==> config.mk <==
export PLATFORM = sky130hd
export DESIGN_NAME = seg_scan_ctrl
export DESIGN_NICKNAME = d
export VERILOG_FILES = /design/src/rtl/snake_pkg.sv /design/src/rtl/bin2bcd.sv /design/src/rtl/seg_scan_ctrl.sv
export SDC_FILE = /design/constraint.sdc
export NUM_CORES = 1
export LEC_CHECK = 0
export ABC_CLOCK_PERIOD_IN_PS = 3180
export BUFFER_PORTS_ARGS = -buffer_cell sky130_fd_sc_hd__buf_2
export CORE_ASPECT_RATIO = 1.4
export CORE_UTILIZATION = 35
export CTS_BUF_LIST = sky130_fd_sc_hd__clkbuf_4 sky130_fd_sc_hd__clkbuf_8
export CTS_CLUSTER_DIAMETER = 40
export CTS_CLUSTER_SIZE = 10
export DETAILED_ROUTE_END_ITERATION = 6
export GPL_ROUTABILITY_DRIVEN = 1
export PLACE_DENSITY = 0.49
export SYNTH_ARGS = -nofsm -noshare
export SYNTH_HDL_FRONTEND = slang
export SYNTH_SLANG_ARGS = --single-unit
==> constraint.sdc <==
create_clock -name clk -period 3.18 [get_ports clk]
set_input_delay 0.636 -clock clk [delete_from_list [all_inputs] [get_ports clk]]
set_output_delay 0.636 -clock clk [all_outputs]
set_load 0.1 [all_outputs]
==> src/rtl/snake_pkg.sv <==
// Shared constants for the score display: segment encodings, anode idle value
// and binary/BCD widths used by the scan controller and its converter.
package snake_pkg;

  localparam int BIN_W      = 10;
  localparam int BCD_DIGITS = 4;
  localparam int BCD_W      = 4 * BCD_DIGITS;

  localparam logic [6:0] SEG_BLANK = 7'b1111111;
  localparam logic [3:0] AN_OFF    = 4'b1111;

  // Active-low {g,f,e,d,c,b,a}; entry 0 is the least significant element.
  localparam logic [9:0][6:0] SEG_TABLE = {
    7'b0010000,  // 9
    7'b0000000,  // 8
    7'b1111000,  // 7
    7'b0000010,  // 6
    7'b0010010,  // 5
    7'b0011001,  // 4
    7'b0110000,  // 3
    7'b0100100,  // 2
    7'b1111001,  // 1
    7'b1000000   // 0
  };

  function automatic logic [6:0] digit_to_seg(input logic [3:0] d);
    return (d <= 4'd9) ? SEG_TABLE[d] : SEG_BLANK;
  endfunction

endpackage

==> src/rtl/bin2bcd.sv <==
// Sequential double-dabble converter: one add-3-then-shift step per cycle,
// followed by a single COMMIT cycle in which bcd holds the finished result.
module bin2bcd
  import snake_pkg::*;
(
  input  logic             clk,
  input  logic             rst,
  input  logic             start,
  input  logic [BIN_W-1:0] bin,
  output logic             busy,
  output logic             done,
  output logic [BCD_W-1:0] bcd
);

  localparam logic [1:0] IDLE   = 2'd0;
  localparam logic [1:0] SHIFT  = 2'd1;
  localparam logic [1:0] COMMIT = 2'd2;

  localparam logic [3:0] LAST_ITER = 4'(BIN_W - 1);

  logic [1:0]       state;
  logic [BIN_W-1:0] bin_sr;
  logic [BCD_W-1:0] bcd_sr;
  logic [BCD_W-1:0] bcd_adj;
  logic [3:0]       iter;

  // NOTE: default assignment first so no path leaves bcd_adj unassigned (no latch).
  always_comb begin
    bcd_adj = bcd_sr;
    for (int i = 0; i < BCD_DIGITS; i++) begin
      if (bcd_sr[4*i +: 4] >= 4'd5)
        bcd_adj[4*i +: 4] = bcd_sr[4*i +: 4] + 4'd3;
    end
  end

  always_ff @(posedge clk or posedge rst) begin
    if (rst) begin
      state  <= IDLE;
      bin_sr <= '0;
      bcd_sr <= '0;
      iter   <= '0;
    end else begin
      case (state)
        IDLE: begin
          if (start) begin
            state  <= SHIFT;
            bin_sr <= bin;
            bcd_sr <= '0;
            iter   <= '0;
          end
        end
        SHIFT: begin
          {bcd_sr, bin_sr} <= {bcd_adj, bin_sr} << 1;
          iter             <= iter + 4'd1;
          if (iter == LAST_ITER)
            state <= COMMIT;
        end
        COMMIT:  state <= IDLE;
        default: state <= IDLE;
      endcase
    end
  end

  assign busy = (state != IDLE);
  assign done = (state == COMMIT);
  assign bcd  = bcd_sr;

endmodule

==> src/rtl/seg_scan_ctrl.sv <==
// Four-digit multiplexed 7-segment driver for the game score: scans digits,
// refreshes the BCD display once per scan frame, blanks leading zeros and blinks when paused.
module seg_scan_ctrl
  import snake_pkg::*;
#(
  parameter int SCAN_DIV  = 100000,
  parameter int BLINK_DIV = 25000000
) (
  input  logic       clk,
  input  logic       rst,
  input  logic [9:0] score,
  input  logic       paused,
  output logic [3:0] an,
  output logic [6:0] seg
);

  localparam int SCAN_W  = $clog2(SCAN_DIV);
  localparam int BLINK_W = $clog2(BLINK_DIV);

  logic [SCAN_W-1:0]  scan_cnt;
  logic [BLINK_W-1:0] blink_cnt;
  logic [1:0]         idx;
  logic               blink_on;
  logic               scan_wrap;
  logic               blink_wrap;

  logic               conv_start;
  logic               conv_busy;
  logic               conv_done;
  logic [BCD_W-1:0]   conv_bcd;
  logic [BCD_W-1:0]   disp;

  logic [3:0]         lead_blank;
  logic               blank;
  logic [3:0]         an_next;
  logic [6:0]         seg_next;

  assign scan_wrap  = (scan_cnt == SCAN_W'(SCAN_DIV - 1));
  assign blink_wrap = (blink_cnt == BLINK_W'(BLINK_DIV - 1));
  // A new frame's conversion starts as the scan returns to the units digit.
  assign conv_start = scan_wrap && (idx == 2'd3) && !conv_busy;

  bin2bcd u_bin2bcd (
    .clk  (clk),
    .rst  (rst),
    .start(conv_start),
    .bin  (score),
    .busy (conv_busy),
    .done (conv_done),
    .bcd  (conv_bcd)
  );

  // A digit is a leading zero when it and every higher digit are zero.
  assign lead_blank[3] = (disp[15:12] == 4'd0);
  assign lead_blank[2] = lead_blank[3] && (disp[11:8] == 4'd0);
  assign lead_blank[1] = lead_blank[2] && (disp[7:4] == 4'd0);
  assign lead_blank[0] = 1'b0;

  assign blank    = lead_blank[idx] || (paused && !blink_on);
  assign an_next  = blank ? AN_OFF : ~(4'b0001 << idx);
  assign seg_next = blank ? SEG_BLANK : digit_to_seg(disp[{idx, 2'b00} +: 4]);

  // NOTE: sequential state uses non-blocking assignments so every register samples pre-edge values.
  always_ff @(posedge clk or posedge rst) begin
    if (rst) begin
      scan_cnt  <= '0;
      blink_cnt <= '0;
      idx       <= '0;
      blink_on  <= 1'b1;
      disp      <= '0;
      an        <= AN_OFF;
      seg       <= SEG_BLANK;
    end else begin
      scan_cnt  <= scan_wrap ? '0 : scan_cnt + 1'b1;
      blink_cnt <= blink_wrap ? '0 : blink_cnt + 1'b1;
      if (scan_wrap)
        idx <= idx + 2'd1;
      if (blink_wrap)
        blink_on <= !blink_on;
      if (conv_done)
        disp <= conv_bcd;
      an  <= an_next;
      seg <= seg_next;
    end
  end

endmodule

After elaboration in Yosys (flattened, before gate mapping) --
Memories as Yosys holds them, arrays and structs flattened. Cells that the tools add are included.
Word-level totals: memories kept 1, bits of input ports 13, bits in latches 0, bits in writable memories 0, bits in registers 104, word-level logic and storage cells 75, bits in read-only memories 112, output and inout bits 11
Memory list:
- (name not given) | depth 16, width 7, rd ports 1, clocked after memory_dff 0, write ports 0, line snake_pkg.sv:27 | return (d <= 4'd9) ? SEG_TABLE[d] : SEG_BLANK;
Operators by class: reductions and logical operators 16, add/subtract/negate cells 8, shift-type cells 2, equality and inequality tests 8, div/mod/pow operators 0, multiplexer cells 21, bitwise logic cells 1, $lt $le $gt $ge 7, multiply operators 0
Operators with widths (count):
- $pmux W16 S2 | 1
- $add A25 B1 Y25 const B | 1
- $eq A25 B25 Y1 const B | 1
- $mux W25 | 1
- $mux W7 | 3
- $mux W4 | 5
- $pmux W10 S2 | 1
- $add A17 B1 Y17 const B | 1
- $eq A17 B17 Y1 const B | 1
- $mux W17 | 1
- $ge A4 B3 Y1 const B | 4
- $mux W16 | 1
- $shiftx A16 B5 Y4 | 1
- $add A4 B2 Y4 const B | 3
- $logic_not A4 Y1 | 3
- $mux W10 | 1
- $pmux W4 S2 | 1
- $logic_and A1 B1 Y1 | 5
- $lt A4 B5 Y1 const B | 1
- $add A4 B1 Y4 const B | 1
- $eq A2 B2 Y1 const B | 2
- $eq A4 B4 Y1 const B | 1
- $le A4 B4 Y1 const B | 1
- $mux W2 | 2
- other kinds (17) | 20

Longest topological paths before layout --
Gate-level depths: netlist (run 1).
depth in word-level cells 7, depth in mapped cells 8, mapped depth without buffers 7

Hierarchy --
Synthesis (run 1) repeated with hierarchy kept, for this count alone.
Unflattened totals: cells, all modules 474, area total of the unflattened synthesis 5190.0 um^2
By module, submodules not included:
- seg_scan_ctrl | area an instance 3355.7 um^2, sequential area each 1816.7 um^2, cells an instance 290, times used 1
- bin2bcd | area an instance 1834.3 um^2, sequential area each 800.8 um^2, cells an instance 184, times used 1

Least setup slack after synthesis (run 1) --
No wires, ideal clock.
path type reg-to-reg, start point register idx[0], end point register seg[0], period minus slack after synthesis 2120 ps, library setup time 100 ps, setup slack 1060 ps, cell stages (with the launch flop) 9, path buffers 1, arrival time 2020 ps, required time 3080 ps, path through dfrtp_1 buf_6 mux4_1 inv_1 ha_1 nor2_1 o21a_1 a311oi_4 o21ai_0
On the way: word-level cells in the longest chain between the ends 5, elaborated cells between the ends (all ways) 9, classes of those cells 1 x order compare; 1 x shift; 5 x mux; 1 x reduce/logical; 1 x memory
Ends and longest elaborated chain:
- start: declaration | line seg_scan_ctrl.sv:22 | logic [1:0] idx;
- start signal: assignment | line seg_scan_ctrl.sv:77 | idx <= idx + 2'd1;
- $shiftx A16 B5 Y4 | line seg_scan_ctrl.sv:61 | assign seg_next = blank ? SEG_BLANK : digit_to_seg(disp[{idx, 2'b00} +: 4]);
- $mem_v2 Z16 W7
- $mux W7 (not written as such) | line snake_pkg.sv:27
- $mux W7 | line snake_pkg.sv:27
- $mux W7 * | line seg_scan_ctrl.sv:61
- named net seg_next[0] | line seg_scan_ctrl.sv:36 | logic [6:0] seg_next;
- end signal: assignment | line seg_scan_ctrl.sv:83 | seg <= seg_next;
- end: declaration | line seg_scan_ctrl.sv:14 | output logic [6:0] seg
Mark *: on every way through the listed nets, which the timed path passes. The rest lies on a longest branch. The select of a mux whose other input is x is not followed. A chain may end at the register's enable or synchronous reset.

Worst setup path after layout (run 1) --
Ends and elaborated chain as after synthesis.

==> metrics.md, run 1 <==
| Metric | Value |
|---|---|
| Post-synthesis sequential area ratio | `50.1%` |
| Max cap viols | `0` |
| Cell variety after synth | `50` |
| Comb pwr share | `3.6%` |
| Post-synthesis cell count | `502` |
| CTS max path bufs | `2` |
| Largest net degree at the start of global routing | `44` |
| DP Area | `around 5500 um^2` |
| GRT Total Usage | `14.8%` |
| Post-synth top area cell | `dfrtp_1` |
| RSZ-0062 raised after global routing | `no` |
| Ant diodes | `0` |
| TritonCTS clock tree | `done` |
| Setup bufs post-CTS | `0` |
| Cell breakdown of the critical path | `mux4_1 > inv_1 > ha_1 > nor2_1 > o21a_1 > a311oi_4 > o21ai_0` |
| First DRT Iteration DRCs | `144` |
| Area of the core | `14,500 um^2` |
| Nets | `about 560` |
| DRC Markers | `0` |
| Worst-path clk slew | `0.09 ns` |
| Crit path kind | `reg2reg` |
| CP delay by family, top | `compound AO/OA/AOI/OAI gates` |
| Post-CTS Hold Fix Bufs | `0` |
| Clk_lat worst skew | `0.38 ns` |
| Final WS setup | `0.854 ns` |
| Crit path capture type | `flip-flop` |
| Rows | `between 50 and 60` |
| Syn Nets | `roughly 540` |
| Status | `complete, no violations` |
| Arrival time worst endpoint | `2.62 ns` |
| Min cycle time layout | `2.33 ns` |
| Clock power frac | `39.8%` |
| Asr flop ratio synth | `100%` |
| Seq pwr share | `56.6%` |
| H-Tree Depth | `3` |
| Slowest cell on crit path | `mux4_1` |
| Synthesized area per cell | `10.4 um^2` |
| Clock skew | `0.00871 ns` |
| Critical path buffer and inverter count | `1` |
| Number of antenna violations at the first check in global routing | `0` |
| Share of cells above drive strength 1 | `15.0%` |
| Share of the synthesized area in the top cell type | `44.1%` |
| Number of global-route vias before repair | `3,784` |
| Setup TNS | `0 ns` |
| Worst vdd ir | `0.180 mV` |
| Die area | `approximately 15,000 um^2` |
| Cts bufs inserted | `9` |
| First-pass GRT wire length | `18,300 um` |
| Ys flop type | `dfrtp_1` |
| Routed len/inst | `14.7 um` |
| Root buf cell | `clkbuf_8` |
| Ys Warns | `0` |
| Clock sinks | `104` |
| Pre-CTS WS | `between 0.8 and 0.9 ns` |
| Post-DRT Antenna Nets | `0` |
| Initial Utilization | `36.0%` |
| Placer congestion estimate | `0.760` |
| Slew @ Worst Pin | `between 0.9 and 1 ns` |
| Sw power | `515 uW` |
| Post-route cell area | `5770 um^2` |
| Die width | `105 um` |
| Vias post-DR | `3,722` |
| Total gr overflow | `0` |
| CP max FO | `7` |
| Req. time, crit path | `approximately 3.5 ns` |
| Hold Path Class | `in2async` |
| Slew Viols, Final | `0` |
| P&R area growth vs syn | `10.5%` |
| Worst path max stage delay | `0.65 ns` |
| Relative slew margins | `38.5%` |
| Commonest non-fill, non-tap cell in the layout | `dfrtp_1` |
| Top Ports | `24` |
| Final Hold Vio Count | `0` |
| Final HPWL DP | `7400 um` |
| Crit start category | `flip-flop` |
| CTS resizes | `0` |
| #FFs+latches synth | `104` |
| Count of flip-flops with a built-in enable after synthesis | `0` |
| Port-buffer cells | `23` |
| Die Ht | `147 um` |
| Average via count per standard cell | `approximately 5.2` |
| Switching Share | `a little over a fifth` |
| Setup violators final | `0` |
| Leakage | `0.00240 uW` |
| Fin crit share | `73.1%` |
| Synth area leaders | `dfrtp_1, dfstp_2, ha_1` |
| 1st-pass router iterations | `4` |
| Achievable frequency | `430 MHz` |
| Pint | `1840 uW` |
| Synthesized area | `5220 um^2` |
| Final WL | `approximately 10,000 um` |
| Most frequent cells in the layout | `dfrtp_1, nand2_1, o21ai_0, nor2_1, a21oi_1` |
| Cell area power density | `408 nW/um^2` |
[cell usage after synthesis, drive strengths merged (2+ instances only)]
library cell  count
dfrtp            92
nand2            54
o21ai            37
nor2             27
a21oi            26
xnor2            22
ha               21
inv              20
nand3            19
clkbuf           15
a31oi            14
mux2             14
xor2             13
dfstp            12
nand4            11
o22ai            10
and4              7
nand2b            7
nor4b             7
o31ai             7
or3               7
buf               6
nor3              6
or4               6
nor4              5
and3              4
mux4              4
and2              3
nor2b             3
nor4bb            3
a21o              2
a22o              2
nor3b             2
o21a              2
[path summary, 6_finish.rpt]
check	from	end	slack, ns	depth (start not counted)
max reg2reg	idx[0]	seg[0]	0.85	7
max in group asynchronous	rst	seg[3]	2.00	3
max	idx[0]	seg[0]	0.85	7
min	rst	scan_cnt[12]	0.41	2
min reg2reg	blink_cnt[0]	blink_cnt[0]	0.46	1
min in group clk	blink_cnt[0]	blink_cnt[0]	0.46	1
[power groups by stage]
stage,clock [uW],sequential (uW),combinational (uW)
final,936,1330,83.6
after global routing,1010,1330,92.8
after CTS,977,1330,87.0
after detailed placement,0,1360,87.0
after global placement,0,1360,86.8
after floorplan,0,1390,25.5
[metal layers]
| layer | GRT usage [%] | wire length (um) | vias to the layer above | share of wire (%) |
|---|---|---|---|---|
| li1 | - | - | 1836 | - |
| met1 | 18.3 | 4780 | 1828 | 46 |
| met2 | 25.0 | 5190 | 43 | 50 |
| met3 | 2.01 | 257 | 15 | 2.5 |
| met4 | 7.68 | 260 | 0 | 2.5 |
| met5 | 0 | 0 | - | 0 |
[metrics by stage]
| step | cells | total power, uW | hold WS, ns | util, % |
|---|---|---|---|---|
| 4_1_cts | 715 | 2400 | 0.445 | 39.7 |
| 3_3_place_gp | 700 | 1440 | 0.435 | 38.2 |
| 3_5_place_dp | 700 | 1440 | 0.446 | 38.2 |
| 2_1_floorplan | 502 | 1420 | 0.424 | - |
| 6_report | 715 | 2350 | 0.414 | 39.7 |
| 5_1_grt | 715 | 2440 | 0.472 | 39.7 |
[cell families after synthesis]
family | share of synthesized area [%]
and+or+nand+nor | 18.5
AOI/OAI and AO/OA | 12.0
DFF | 50.1
buffers and inverters | 3.33
xor gates and xnor gates | 5.87
adders and majority gates | 5.03
muxes | 5.15
[registers in the layout, indices dropped and copies added, names as in the netlist]
| name | count |
|---|---|
| idx | 2 |
| disp | 16 |
| blink_on | 1 |
| an | 4 |
| seg | 7 |
| blink_cnt | 25 |
| u_bin2bcd.bin_sr | 10 |
| u_bin2bcd.iter | 4 |
| scan_cnt | 17 |
| u_bin2bcd.bcd | 16 |
| u_bin2bcd.state | 2 |
[final cells by class]
cell class / count / area (um^2)
Fill cell: 1462 / 8740
Sequential cell: 104 / 2620
Multi-Input combinational cell: 357 / 2430
Tap cell: 189 / 236
Timing Repair Buffer: 30 / 180
Clock buffer: 12 / 159
Inverter: 20 / 78.8
Clock inverter: 3 / 65.1
Power figures use the tool's default switching activity.
==> run 2: changes to the inputs <==
--- a/config.mk
+++ b/config.mk
@@ -5,7 +5,8 @@
 export SDC_FILE = /design/constraint.sdc
 export NUM_CORES = 1
 export LEC_CHECK = 0
-export ABC_CLOCK_PERIOD_IN_PS = 3180
+export ABC_AREA = 1
+export ABC_CLOCK_PERIOD_IN_PS = 2000
 export BUFFER_PORTS_ARGS = -buffer_cell sky130_fd_sc_hd__buf_2
 export CORE_ASPECT_RATIO = 1.4
 export CORE_UTILIZATION = 35
==> constraint.sdc (replaced) <==
create_clock -name clk -period 2 [get_ports clk]
set_input_delay 0.4 -clock clk [delete_from_list [all_inputs] [get_ports clk]]
set_output_delay 0.4 -clock clk [all_outputs]
set_load 0.1 [all_outputs]
==> metrics.md, run 2 <==
| Metric | Value |
|---|---|
| Max reg flops | `25` |
| Port-buffer cells | `23` |
| Worst-path clk slew | `0.11 ns` |
| Pre-CTS WS | `about 0.040 ns` |
| Sequential Area | `2620 um^2` |
| Req. time, crit path | `2.33 ns` |
| Most frequent cells in the layout | `nand2_1, dfrtp_1, nor2_1, inv_1, nand3_1` |
| Nets | `814` |
| Critical Path Most Common Cell | `nand2_1` |
| Post-DRT Antenna Nets | `0` |
| Reg-to-reg endpoint | `seg[4]` |
| Placed Cells incl. Taps | `around 960` |
| Min cycle time layout | `1.87 ns` |
| H-Tree Depth | `3` |
| Final HPWL DP | `around 8900 um` |
| CP delay by family, top | `simple AND/OR/NAND/NOR gates` |
| Hold Path Class | `in2async` |
| Die width | `110 um` |
| Crit path depth | `10` |
| Ys Warns | `0` |
| TritonCTS clock tree | `done` |
| Routed len/inst | `12.5 um` |
| Setup violators final | `0` |
| Setup TNS | `0 ns` |
| Number of antenna violations at the first check in global routing | `0` |
| Synthesized area | `around 5700 um^2` |
| Final WL | `12,200 um` |
| Final Hold Vio Count | `0` |
| Top Ports | `24` |
| Worst vdd ir | `0.325 mV` |
| Slowest cell on crit path | `dfrtp_2` |
| R2R depth | `10` |
| Worst path max stage delay | `0.44 ns` |
| Top-count cell post-synth | `nand2_1` |
| Crit path capture type | `flip-flop` |
| First-pass GRT wire length | `21,500 um` |
| First DRT Iteration DRCs | `215` |
| Critical register-to-register path startpoint | `idx[0]` |
| Post-synthesis cell count | `746` |
| Multi-input logic area | `2650 um^2` |
| Count of flip-flops with a built-in enable after synthesis | `0` |
| Number of global-route vias before repair | `4,562` |
| Achievable frequency | `536 MHz` |
| Synth area leaders | `dfrtp_1, nand2_1, nor2_1` |
| Crit path kind | `reg2reg` |
| Post-synthesis sequential area ratio | `45.8%` |
| Final WS setup | `around 0.13 ns` |
| Commonest non-fill, non-tap cell in the layout | `nand2_1` |
| Ys flop type | `dfrtp_1` |
| Largest net degree at the start of global routing | `between 50 and 60` |
| Die area | `16,800 um^2` |
| End point of the critical path | `seg[4]` |
| Clock sinks | `104` |
| Synthesized area per cell | `about 7.7 um^2` |
| Largest registers | `blink_cnt (25), scan_cnt (17)` |
| Fill count | `1,674` |
| CP max FO | `8` |
| Share of the synthesized area in the top cell type | `40.3%` |
| Post-synth top area cell | `dfrtp_1` |
| #FFs+latches synth | `104` |
| Share of cells above drive strength 1 | `13.8%` |
| Die Ht | `~150 um` |
| Clk_lat worst skew | `0.38 ns` |
| Syn Nets | `780` |
| Root buf cell | `clkbuf_8` |
| Cts bufs inserted | `9` |
| CTS max path bufs | `2` |
| Status | `complete, no violations` |
| Cell area power density | `615 nW/um^2` |
| R2R setup slack | `0.13 ns` |
| Commonest cells in the netlist | `nand2_1, dfrtp_1, nor2_1` |
| Placer congestion estimate | `~0.8` |
| Asr flop ratio synth | `100%` |
| Worst Setup SP | `idx[0]` |
| Vias post-DR | `4,599` |
| Cell breakdown of the critical path | `inv_2 > buf_4 > nand2_1 > nand3_1 > nand2_1 > ha_1 > or2_2 > a21oi_2 > nor2_4 > nand2_1` |
| Ant diodes | `0` |
| Largest reg by FF count | `blink_cnt` |
| Leakage | `about 0.003 uW` |
| Fin crit share | `93.3%` |
| DRC Markers | `0` |
| 1st-pass router iterations | `5` |
| Total gr overflow | `0` |
| Slew Viols, Final | `0` |
| Rows | `54` |
| Relative slew margins | `67.4%` |
| Average via count per standard cell | `4.69` |
| Clock skew | `0.0150 ns` |
| Slew @ Worst Pin | `0.492 ns` |
| Area of the core | `15,700 um^2` |
| Crit start category | `flip-flop` |
| Critical path buffer and inverter count | `2` |
| GRT Total Usage | `16.2%` |
| Max cap viols | `0` |
| RSZ-0062 raised after global routing | `no` |
| Arrival time worst endpoint | `~2.2 ns` |
| Post-route insts no fill | `981` |
| P&R area growth vs syn | `11.8%` |
| Cell variety after synth | `38` |
| Initial Utilization | `a little over a third` |
-- run 2: cell types whose count changed after synthesis, sizes merged, moves of 8 or more --
cell	delta
a21oi	-11
xnor2	-20
nand3	+48
nand2	+176
o22ai	-10
mux2	-14
inv	+70
nor2	+71
a31oi	-13
clkbuf	-8
-- run 2: repair_timing --
item,CTS,global route
pin swaps,0,1
endpoints found under the setup margin,2,7
hold buffers,0,0
gates cloned,0,0
resized for setup,1,2
setup buffers,0,3
-- run 2: report_power, final --
group	leakage [uW]	switching (uW)	total (uW)	internal, uW
clock network	0.000131	762	1670	909
registers	0.00133	1.51	2120	2110
logic	0.00162	114	142	27.2
-- run 2: per-layer routing --
layer | global-route usage [%] | vias to the layer above | wire (um) | part of all wire, %
met3 | 2.22 | 7 | 195 | 1.6
met2 | 27.9 | 32 | 6410 | 52
met4 | 7.11 | 0 | 149 | 1.2
met1 | 19.8 | 2155 | 5470 | 45
li1 | - | 2405 | - | -
met5 | 0 | - | 0 | 0
-- run 2: logic make-up after synthesis --
family                     count (synthesis)  share of synthesized area, %
and+or+nand+nor                          426                          32.3
buffers and inverters                    108                          7.84
DFF                                      104                          45.8
AOI/OAI and AO/OA                         69                          6.53
adders and majority gates                 21                          4.60
xor gates and xnor gates                  18                          2.89
-- run 2: layout make-up --
| cell class | instances | share of cell area, % |
|---|---|---|
| Clock inverter | 5 | 1.68 |
| Sequential cell | 104 | 41.0 |
| Timing Repair Buffer | 40 | 4.19 |
| Multi-Input combinational cell | 534 | 41.5 |
| Clock buffer | 11 | 2.37 |
| Inverter | 91 | 5.41 |
| Tap cell | 196 | 3.84 |
-- run 2: how the worst min path moves through the flow --
stage / cells after the start / from / endpoint / slack [ns]
2_1_floorplan: 1 / scan_cnt[0] / scan_cnt[0] / 0.43
3_3_place_gp: 2 / rst / blink_cnt[22] / 0.44
3_5_place_dp: 2 / rst / blink_cnt[22] / 0.45
4_1_cts: 2 / rst / blink_cnt[20] / 0.006
5_1_grt: 2 / rst / blink_cnt[20] / 0.03
6_report: 2 / rst / blink_cnt[20] / 0.02
-- run 2: metrics by stage --
stage / total power, uW / cell area [um^2] / util [%] / hold WS [ns]
floorplan: 2260 / 5720 / - / 0.431
finish: 3930 / 6390 / 40.6 / 0.0218
CTS: 4000 / 6360 / 40.4 / 0.00630
global placement: 2300 / 6100 / 38.8 / 0.443
detailed placement: 2300 / 6100 / 38.8 / 0.447
global route: 4090 / 6390 / 40.6 / 0.0305
